===== config.mk =====
export PLATFORM = sky130hd
export DESIGN_NAME = pixel_phase_tracker
export DESIGN_NICKNAME = d
export VERILOG_FILES = /design/src/rtl/pixel_phase_tracker.sv
export SDC_FILE = /design/constraint.sdc
export NUM_CORES = 1
export LEC_CHECK = 0
export CAP_MARGIN = 5
export CORE_ASPECT_RATIO = 0.7
export CORE_MARGIN = 2
export CORE_UTILIZATION = 51
export DETAILED_ROUTE_END_ITERATION = 12
export PLACE_DENSITY = 0.73
export SLEW_MARGIN = 20
export SYNTH_ARGS = -nofsm -noshare
export SYNTH_HDL_FRONTEND = slang
export SYNTH_SLANG_ARGS = --single-unit

===== constraint.sdc =====
create_clock -name pixelClockXN -period 1.7 [get_ports pixelClockXN]
set_input_delay 0.34 -clock pixelClockXN [delete_from_list [all_inputs] [get_ports pixelClockXN]]
set_output_delay 0.34 -clock pixelClockXN [all_outputs]
set_load 0.01 [all_outputs]

===== src/rtl/pixel_phase_tracker.sv =====
// Phase tracker for a pixel clock sampled in a fast clock domain running RATIO x faster.
// Optional macro PHASE_SLIP_COUNT_EN enables the realignment counter on slipCount.
module pixel_phase_tracker #(
    parameter int unsigned RATIO          = 6,
    parameter int unsigned PHASE_W        = 3,
    parameter int unsigned ALIGN_PHASE    = 0,
    parameter int unsigned ENABLE_PHASE   = 0,
    parameter int unsigned LOCK_COUNT     = 16,
    parameter int unsigned SLIP_THRESHOLD = 3,
    parameter int unsigned TIMEOUT        = 12
) (
    input  logic               pixelClockXN,
    input  logic               reset,
    input  logic               pixelClockIn,
    output logic [PHASE_W-1:0] pixelClockPhase,
    output logic               pixelEnable,
    output logic               locked,
    output logic               clockMissing,
    output logic [7:0]         slipCount
);

    localparam int unsigned MATCH_W = 8;
    localparam int unsigned MISS_W  = 4;
    localparam int unsigned GAP_W   = 8;

    localparam logic [PHASE_W-1:0] LAST_PHASE  = PHASE_W'(RATIO - 1);
    localparam logic [PHASE_W-1:0] ALIGN_VAL   = PHASE_W'(ALIGN_PHASE);
    localparam logic [PHASE_W-1:0] REALIGN_VAL = PHASE_W'((ALIGN_PHASE + 1) % RATIO);
    localparam logic [PHASE_W-1:0] ENABLE_VAL  = PHASE_W'(ENABLE_PHASE);
    localparam logic [MATCH_W-1:0] LOCK_VAL    = MATCH_W'(LOCK_COUNT);
    localparam logic [MISS_W-1:0]  SLIP_VAL    = MISS_W'(SLIP_THRESHOLD);
    localparam logic [GAP_W-1:0]   GAP_TRIP    = GAP_W'(TIMEOUT - 1);
    localparam logic [GAP_W-1:0]   GAP_MAX     = '1;
    localparam logic               RST_ENABLE  = (ENABLE_PHASE == 0) ? 1'b1 : 1'b0;

    localparam logic [1:0] ST_ACQUIRE = 2'd0;
    localparam logic [1:0] ST_TRACK   = 2'd1;
    localparam logic [1:0] ST_LOCKED  = 2'd2;

    logic               r_sync1;
    logic               r_sync2;
    logic               r_sync3;
    logic [PHASE_W-1:0] r_phase;
    logic               r_enable;
    logic [1:0]         r_state;
    logic [MATCH_W-1:0] r_match_cnt;
    logic [MISS_W-1:0]  r_miss_cnt;
    logic [GAP_W-1:0]   r_gap_cnt;
    logic               r_locked;
    logic               r_clock_missing;

    logic               w_edge;
    logic               w_match;
    logic               w_timeout;
    logic               w_realign;
    logic [PHASE_W-1:0] w_phase_next;
    logic [GAP_W-1:0]   w_gap_next;
    logic [1:0]         w_state_next;
    logic [MATCH_W-1:0] w_match_next;
    logic [MISS_W-1:0]  w_miss_next;
    logic               w_missing_next;
    logic [MATCH_W-1:0] w_match_inc;
    logic [MISS_W-1:0]  w_miss_inc;

    // Rising edge of the synchronised pixel clock and its alignment to the phase counter
    assign w_edge      = r_sync2 & ~r_sync3;
    assign w_match     = w_edge && (r_phase == ALIGN_VAL);
    assign w_match_inc = r_match_cnt + MATCH_W'(1);
    assign w_miss_inc  = r_miss_cnt + MISS_W'(1);

    // An edge in the tripping cycle suppresses the timeout
    assign w_timeout   = !w_edge && (r_gap_cnt == GAP_TRIP);
    assign w_gap_next  = w_edge ? '0 :
                         (r_gap_cnt == GAP_MAX) ? r_gap_cnt : r_gap_cnt + GAP_W'(1);

    assign w_phase_next = w_realign ? REALIGN_VAL :
                          (r_phase == LAST_PHASE) ? '0 : r_phase + PHASE_W'(1);

    // Next-state and counter logic
    always_comb begin
        w_state_next   = r_state;
        w_match_next   = r_match_cnt;
        w_miss_next    = r_miss_cnt;
        w_missing_next = r_clock_missing;
        w_realign      = 1'b0;

        if (w_edge) begin
            w_missing_next = 1'b0;
        end

        if (w_timeout) begin
            w_state_next   = ST_ACQUIRE;
            w_match_next   = '0;
            w_miss_next    = '0;
            w_missing_next = 1'b1;
        end else begin
            case (r_state)
                ST_ACQUIRE: begin
                    if (w_edge) begin
                        w_realign    = 1'b1;
                        w_match_next = '0;
                        w_state_next = ST_TRACK;
                    end
                end
                ST_TRACK: begin
                    if (w_match) begin
                        w_match_next = w_match_inc;
                        if (w_match_inc == LOCK_VAL) begin
                            w_state_next = ST_LOCKED;
                        end
                    end else if (w_edge) begin
                        w_realign    = 1'b1;
                        w_match_next = '0;
                    end
                end
                ST_LOCKED: begin
                    if (w_match) begin
                        w_miss_next = '0;
                    end else if (w_edge) begin
                        w_miss_next = w_miss_inc;
                        if (w_miss_inc == SLIP_VAL) begin
                            w_realign    = 1'b1;
                            w_miss_next  = '0;
                            w_match_next = '0;
                            w_state_next = ST_TRACK;
                        end
                    end
                end
                default: begin
                    w_state_next = ST_ACQUIRE;
                    w_match_next = '0;
                    w_miss_next  = '0;
                end
            endcase
        end
    end

    // State, synchroniser and output registers
    always_ff @(posedge pixelClockXN) begin
        if (reset) begin
            r_sync1         <= 1'b0;
            r_sync2         <= 1'b0;
            r_sync3         <= 1'b0;
            r_phase         <= '0;
            r_enable        <= RST_ENABLE;
            r_state         <= ST_ACQUIRE;
            r_match_cnt     <= '0;
            r_miss_cnt      <= '0;
            r_gap_cnt       <= '0;
            r_locked        <= 1'b0;
            r_clock_missing <= 1'b0;
        end else begin
            r_sync1         <= pixelClockIn;
            r_sync2         <= r_sync1;
            r_sync3         <= r_sync2;
            r_phase         <= w_phase_next;
            r_enable        <= (w_phase_next == ENABLE_VAL);
            r_state         <= w_state_next;
            r_match_cnt     <= w_match_next;
            r_miss_cnt      <= w_miss_next;
            r_gap_cnt       <= w_gap_next;
            r_locked        <= (w_state_next == ST_LOCKED);
            r_clock_missing <= w_missing_next;
        end
    end

`ifdef PHASE_SLIP_COUNT_EN
    logic       w_slip_event;
    logic [7:0] r_slip_cnt;

    // Only a threshold-triggered realignment out of LOCKED counts as a slip
    assign w_slip_event = (r_state == ST_LOCKED) && w_edge && !w_match && (w_miss_inc == SLIP_VAL);

    always_ff @(posedge pixelClockXN) begin
        if (reset) begin
            r_slip_cnt <= '0;
        end else if (w_slip_event && (r_slip_cnt != 8'hFF)) begin
            r_slip_cnt <= r_slip_cnt + 8'd1;
        end
    end

    assign slipCount = r_slip_cnt;
`else
    assign slipCount = 8'd0;
`endif

    assign pixelClockPhase = r_phase;
    assign pixelEnable     = r_enable;
    assign locked          = r_locked;
    assign clockMissing    = r_clock_missing;

endmodule


==> metrics.txt <==
outcome=finished, final reports clean; Synth Area in XOR/XNOR=1.99%; # DRC=0; sequential share of the synthesized area=35.2%; Yosys reg bits=31; root buf cell=clkbuf_8; Pwr Density=716 nW/um^2; compound-cell area share of the yosys netlist=20.7%; number of port buffers=8; Hold WS=0.451 ns; Total GRT Usage=23.2%; count of non-filler cells in the finished layout=287; critical path class=flip-flop to primary output; CP Data Required Time=1.36 ns; Synth Area in Adders=3.55%; area leader, netlist=dfxtp_1; Hold Path Class=flip-flop to flip-flop; CP endpoint kind=primary output; clock slew seen by the registers of the worst setup and hold paths=0.06 ns; maximum buffer depth of the clock tree=2; Final nets=247; final wirelength=4.28 mm; max cap viols=0; simple-gate share of the synthesized area=29.6%; Most used DFF post-synth=dfxtp_1; via count=1628; vias per cell=5.67; met3 WL=247 um; Detail Placement HPWL=2.94 mm; largest net degree at the start of global routing=13; Post-synth EDFFs=0; setup_tns=0 ns; largest family of logic cells by synthesized area=simple AND/OR/NAND/NOR gates; Die X=74.2 um; final worst-path cycle share=97.9%; DR WL/cell=14.9 um; Clk Latency, worst-skew pair=0.28 ns; Slew Limit Headroom=63.1%; # hold bufs at CTS=0; initial antenna violation count=0; Max H-tree Level=2; Final Setup Violations=0; Initial Util=54.5%; layout cells sized above 1=25.0%; met2 WL=1.89 mm; fraction of registers with async set/reset=0%; Fmax achieved=601 MHz; area delta synth->final=26.4%; pre-CTS WS=-0.0573 ns; YS warnings=0; met1 wire length=2.09 mm; total global routing overflow=0; Die Y=53.2 um; post-route antenna net violation count=0; Rows=17; Max VDD drop=0.594 mV; die area=3950 um^2; Starting DRT DRC Count=99; crit start category=flip-flop; post-synth top area share=35.2%; Hold Vio Cnt, Final=0; final setup margin=0.0351 ns; clk_skew=0.00656 ns; Synth cell types=56; Area after DPL=1960 um^2; vias in the first global route=1434; global-route wire length before repair=6.74 mm; Avg Cell Area, Syn=8.35 um^2; total CTS buffers=5; Critical Path AT=1.32 ns; CTS tree=done; Syn Inst Count=211; core area=3230 um^2; Final Cell Area=2230 um^2; crit-path max FO=5; GPL Wtd Cong=0.887; Post-Syn Area=1760 um^2; max-slew violation count=0; TritonCTS Sinks=31; worst slew pin tran=0.549 ns; final core utilization=68.9%; I/O pins=17; top-count cell post-synth=dfxtp_1; Synth top cells by count=dfxtp_1, nor2_1, nand2_1, nand3_1, o21ai_0; Final min period=1.66 ns; Leak=0.836 nW; most area-consuming cells after synthesis=dfxtp_1, nor2_1, ha_1; mux cell area share after synthesis=1.78%; max layer used=met4; First-pass DRT Iterations=5; Inst Count DP=275; # diodes=0; total power=1.59 mW
-- metal layers --
metal,vias to the layer above,GRT usage [%]
met2,50,33.8
li1,809,-
met4,0,7.14
met3,8,6.29
met1,761,33.3
met5,-,0
-- sequential cells by signal, indices dropped and copies added, names as in the netlist --
signal,count
locked,1
r_miss_cnt,4
r_sync3,1
r_state,2
r_match_cnt,8
r_sync2,1
r_sync1,1
pixelClockPhase,3
pixelEnable,1
r_gap_cnt,8
clockMissing,1
-- cell type report --
type / instances / area, um^2
clock buffers: 8 / 100
multi-input cells: 166 / 1170
fillers: 256 / 1010
repair buffers: 31 / 256
well taps: 47 / 58.8
flip-flops and latches: 31 / 629
inverters: 4 / 15.0
-- logic make-up after synthesis --
logic type,count (synthesis)
AO/OA/AOI/OAI,52
XOR/XNOR,4
adder cells (fa/ha/maj),5
buffers and inverters,21
flip-flops,31
multiplexers,3
other,1
AND/OR/NAND/NOR,94
-- placed cells by master (no fill, tap or decap), types with 3 or more instances in the layout --
master           netlist  routed
conb_1                 1       8
or3_1                  4       4
inv_1                  4       3
dfxtp_2                0       4
nand3_1               11      11
nand3b_1               5       5
clkbuf_8               0       7
nand2b_1               6       6
clkdlybuf4s50_1        0       8
nor2b_1                6       6
dfxtp_1               31      26
nor2_1                19      18
buf_4                  8      22
and3_1                 5       5
a21oi_1                9       9
nor3_1                 8       7
a31oi_4                0       3
a31oi_1                5       4
o22ai_1                4       4
o21ai_0               11      10
nand2_1               14      14
-- report_power, final --
group          total [mW]  switching (mW)  internal (mW)
combinational       0.190          0.0984         0.0911
clock               0.633           0.264          0.369
sequential          0.771          0.0249          0.746
total                1.59           0.388           1.21
-- repair_timing --
item                                    in CTS  in global routing
endpoints found under the setup margin      14                 16
pin swaps                                    1                  9
setup buffers                                0                  4
gates resized for setup                      6                 22
gates cloned                                 0                  0
-- path summary, 6_finish.rpt --
check / from / endpoint / slack [ns] / cells past startpoint
worst max register to register: r_miss_cnt[0] / r_match_cnt[6] / 0.05 / 8
worst min-delay path: r_sync1 / r_sync2 / 0.45 / 1
worst max-delay path: pixelClockPhase[0] / pixelClockPhase[0] / 0.04 / 2
worst min register to register: r_sync1 / r_sync2 / 0.45 / 1
-- critical path, cell delays in order (launching register included) --
cell	delay (ns)
dfxtp_4	0.38
buf_4	0.14
clkdlybuf4s50_1	0.53
Power figures use the tool's default switching activity.
